--- config.mk ---
export PLATFORM = sky130hd
export DESIGN_NAME = fetch_ctrl
export DESIGN_NICKNAME = d
export VERILOG_FILES = /design/src/rtl/fetch_ctrl.sv
export SDC_FILE = /design/constraint.sdc
export NUM_CORES = 1
export LEC_CHECK = 0
export ABC_CLOCK_PERIOD_IN_PS = 1500
export CAP_MARGIN = 20
export CORE_MARGIN = 4
export CORE_UTILIZATION = 40
export CTS_CLUSTER_SIZE = 12
export DETAILED_ROUTE_END_ITERATION = 7
export PLACE_DENSITY = 0.77
export SYNTH_ARGS = -nofsm -noshare
export SYNTH_HDL_FRONTEND = slang
export SYNTH_SLANG_ARGS = --single-unit
--- constraint.sdc ---
create_clock -name clk -period 1.5 [get_ports clk]
set_input_delay 0.225 -clock clk [delete_from_list [all_inputs] [get_ports clk]]
set_output_delay 0.225 -clock clk [all_outputs]
set_load 0.01 [all_outputs]
--- src/rtl/fetch_ctrl.sv ---
// Fetch controller: one outstanding instruction fetch, with a hold buffer for
// load-use stalls and squashing of responses that arrive after a redirect.
module fetch_ctrl (
    input  logic        clk,
    input  logic        rst,
    input  logic        arm,
    input  logic        RVPCSrcE,
    input  logic        BranchTakenE,
    input  logic        PCSrcW,
    input  logic        PCWrPendingF,
    input  logic        StallReqD,
    output logic        imem_req,
    input  logic        imem_gnt,
    input  logic        imem_rvalid,
    input  logic [31:0] imem_rdata,
    output logic [31:0] InstrF,
    output logic        StallF,
    output logic        StallD,
    output logic        FlushD,
    output logic        FlushE
);

    typedef enum logic [1:0] {
        S_REQ,
        S_WAIT,
        S_HOLD,
        S_DROP
    } state_e;

    state_e      state_q, state_d;
    logic [31:0] buf_q, buf_d;
    logic        redirect;
    logic        stall_req;
    logic        deliver;

    // Hazard inputs are masked while in reset so outputs sit at reset values.
    assign redirect  = rst & (arm ? (BranchTakenE | PCSrcW) : RVPCSrcE);
    assign stall_req = rst & StallReqD;

    always_comb begin
        state_d  = state_q;
        buf_d    = buf_q;
        deliver  = 1'b0;
        InstrF   = 32'h0;
        imem_req = 1'b0;
        unique case (state_q)
            S_REQ: begin
                imem_req = rst & ~(arm & PCWrPendingF);
                if (imem_req & imem_gnt) state_d = S_WAIT;
            end
            S_WAIT: begin
                if (redirect) begin
                    state_d = imem_rvalid ? S_REQ : S_DROP;
                end else if (imem_rvalid) begin
                    if (stall_req) begin
                        buf_d   = imem_rdata;
                        state_d = S_HOLD;
                    end else begin
                        deliver = 1'b1;
                        InstrF  = imem_rdata;
                        state_d = S_REQ;
                    end
                end
            end
            S_HOLD: begin
                if (redirect) begin
                    state_d = S_REQ;
                end else if (!stall_req) begin
                    deliver = 1'b1;
                    InstrF  = buf_q;
                    state_d = S_REQ;
                end
            end
            S_DROP: begin
                if (imem_rvalid) state_d = S_REQ;
            end
            default: state_d = S_REQ;
        endcase
    end

    assign StallF = ~(deliver | redirect);
    assign StallD = stall_req & ~redirect;
    assign FlushD = redirect | (~StallD & ~deliver);
    assign FlushE = redirect | stall_req;

    always_ff @(posedge clk or negedge rst) begin
        if (!rst) begin
            state_q <= S_REQ;
            buf_q   <= 32'h0;
        end else begin
            state_q <= state_d;
            buf_q   <= buf_d;
        end
    end

endmodule

==> flow_summary_export.csv <==
group,metric,value,unit
run_status,status,"complete, but fails checks",
run_status,violations,"negative setup slack",
finish,fillers,264,
grt,overflow,0,
power_and_ir_drop,p_per_area,1680,nW/um2
placed_design,portBuffers,78,
power_and_ir_drop,ir_drop,0.905,mV
critical_path,max_stage_delay,0.41,ns
timing,max_slew_margin,71.9,%
synth,yosysWarnings,0,
grt,grt_pass1_wl,11400,um
finish,multi_input_area,1610,um2
critical_path,path_class,"reg -> out",
power_and_ir_drop,finalPower,6640,uW
clocking,root_buffer,"clkbuf_8",
critical_path,crit_start,"state_q[0]",
min_path,hp-class,"in -> async",
synth,syn-num-nets,229,
finish,final_layout_size_suffix_gt1_share,68.3,%
floorplanning,die_area,6380,um2
synth,synth_top_cells_by_area,"dfrtp_1, mux2_4, a22oi_1",
power_and_ir_drop,p_leak,0.00169,uW
timing,fmax,513,MHz
run,maxCapViolCount,0,
timing,fin_crit_sh,130,%
critical_path,cp.arrival,1.72,ns
synth,synth_area,2070,um2
placed_design,dpl_cell_area,3180,um2
critical_path,required,1.27,ns
finish,final_util,80.8,%
grt,grt_pass1_vias,2152,
floorplanning,core.rowCount,25,
finish,nets,348,
critical_path,crit_path_frequent_cell,"buf_6",
routing,detail-route-antenna-nets,0,
clocking,htreeDepth,2,
critical_path,r2r_start,"state_q[0]",
timing,finalWorstSetupSlack,-0.449,ns
finish,final_cells,370,
timing,worst_pin_slew,0.421,ns
placed_design,gp_congestion,0.776,
finish,antenna_cells,0,
grt,met3_usage,3.61,%
finish,fin_area,3940,um2
clocking,clk_path_buf_depth,2,
grt,grt.busiest_layer,"met2",
routing,wirelength,7290,um
critical_path,cp_cell_sequence,"buf_6 -> ha_4 -> and2_4 -> buf_6 -> buf_6 -> a22oi_2 -> nor2_2 -> buf_2",
critical_path,rr_worst_depth,7,
timing,holdWs,0.0396,ns
clocking,clk_latency,0.28,ns
clocking,cts_tree,"done",
floorplanning,core,4880,um2
floorplanning,die_w,79.9,um
synth,ys_ff_latch,34,
synth,synth.distinct_cells,32,
synth,avgSynthCellArea,11.3,um2
floorplanning,initial_core_util,42.4,%
routing,drt_first_pass_iters,4,
synth,synth_top_area_share,41.1,%
floorplanning,die_height,79.9,um
critical_path,cp-start-kind,"flop",
synth,netlist_instances,183,
critical_path,crit_slowest_cell,"dfrtp_1",
timing,slew_viol_final,0,
timing,post-route-min-period,1.95,ns
grt,grt.met1_usage,29.6,%
clocking,numClockSinks,34,
placed_design,dp_cells,341,
clocking,path_clk_slew,0.08,ns
clocking,cts_buffers,5,
critical_path,r2r_setup_slack,-0.21,ns
critical_path,worstSetupEndpointType,"primary output",
floorplanning,io_pins,79,
grt,grtUsageTotal,22.9,%
placed_design,post-dp-hpwl,3990,um
routing,routedWlPerCell,19.7,um
finish,ff_latch_area,851,um2
synth,synth.largest_area_cell,"dfrtp_1",
grt,grt_use_met2,40.1,%
synth,ys_seq_area_share,41.1,%
finish,area_growth,90.6,%
grt,antenna_found_initial,0,
timing,clock_skew,0.00658,ns
critical_path,rr_endpoint,"buf_q[2]",
critical_path,cp_max_fo,4,
timing,rsz0062_at_grt,"yes",
routing,viasPerCell,5.39,
timing,finalSetupViolCount,68,
grt,grt_max_degree,32,
routing,drc,0,
timing,hold_viol,0,
routing,vias,1994,
routing,dr.first_iter.drc_count,59,
-- cell type report --
type | instances | area share [%]
Clock inverter | 3 | 1.02
Clock buffer | 5 | 1.75
Timing Repair Buffer | 123 | 32.2
Tap cell | 67 | 2.13
Sequential cell | 34 | 21.6
Multi-Input combinational cell | 134 | 40.9
Inverter | 4 | 0.508
-- state kept, by name, summed over array words and instances (netlist names) --
register	count
buf_q	32
state_q	2
-- metrics by stage --
step,setup TNS [ns],setup WS [ns]
detailed placement,-63.73,-1.10
global placement,-62.58,-1.07
global route,-23.90,-0.526
CTS,-17.09,-0.414
finish,-20.20,-0.449
floorplan,-1.68,-0.0421
-- cells by family after synthesis --
| group | synth area share [%] |
|---|---|
| simple gates | 11.3 |
| fa+ha+maj | 2.42 |
| buf+inv | 5.69 |
| compound gates | 15.6 |
| mux | 23.8 |
| flops | 41.1 |
-- worst max-delay path by stage --
stage                            end  slack (ns)  cells past startpoint
after floorplan             buf_q[0]       -0.04                      5
after global routing          FlushD       -0.53                      7
after detailed placement  InstrF[14]       -1.10                      7
after CTS                 InstrF[13]       -0.41                      8
final                     InstrF[13]       -0.45                      8
after global placement    InstrF[19]       -1.07                      7
-- cell usage in the layout, fill, tap and decap left out, drive strengths merged, types with 4 or more instances in the layout --
cell type / netlist / final
inv: 4 / 4
clkdlybuf4s50: 0 / 35
ha: 4 / 4
nand2: 3 / 6
a22oi: 32 / 32
clkbuf: 10 / 5
buf: 4 / 85
dfrtp: 34 / 34
mux2: 32 / 32
nor2: 36 / 36
-- synth_stat cells --
cell type	count
a211o_1	1
nor2_1	36
clkbuf_1	10
inv_1	4
ha_1	4
o211ai_1	1
and3_1	1
o32a_1	1
a21oi_1	2
nand2_1	2
o21ai_0	2
or2_2	1
mux2_4	30
dfrtp_1	34
a31oi_1	1
nand2_4	1
buf_12	3
and2_1	1
mux2_2	2
nand3_1	1
and4bb_2	1
mux2i_1	2
nor3b_1	2
a22oi_1	32
o21ai_1	1
or3b_4	1
nand2b_1	1
nor3_1	1
a21oi_4	1
o22a_1	1
buf_2	1
nor2b_1	1
-- critical path, delay by kind of cell, from the launching register on --
kind,cells,cell delay (ns)
flip-flops,1,0.41
AO/OA/AOI/OAI,1,0.15
buffers and inverters,4,0.51
AND/OR/NAND/NOR,2,0.22
adder cells (fa/ha/maj),1,0.14
-- where the power goes --
group / internal [uW] / switching, uW / leakage (uW)
combinational: 2300 / 1770 / 0.00121
sequential: 1370 / 356 / 0.000421
clock: 489 / 352 / 0.0000579
total: 4160 / 2480 / 0.00169
-- routing by layer --
metal	share of wire, %	up-vias	wire length (um)
li1	-	910	-
met1	41	1000	3000
met2	52	73	3820
met3	5.1	11	373
met4	1.2	0	91
met5	0	-	0
-- timing repair --
action	CTS	global route
hold buffers	1	0
gates cloned	7	1
resized for setup	256	28
pin swaps	43	15
hold endpoints to repair	4	0
setup buffers	9	4
endpoints found under the setup margin	71	69
(Power assumes the default switching activity.)
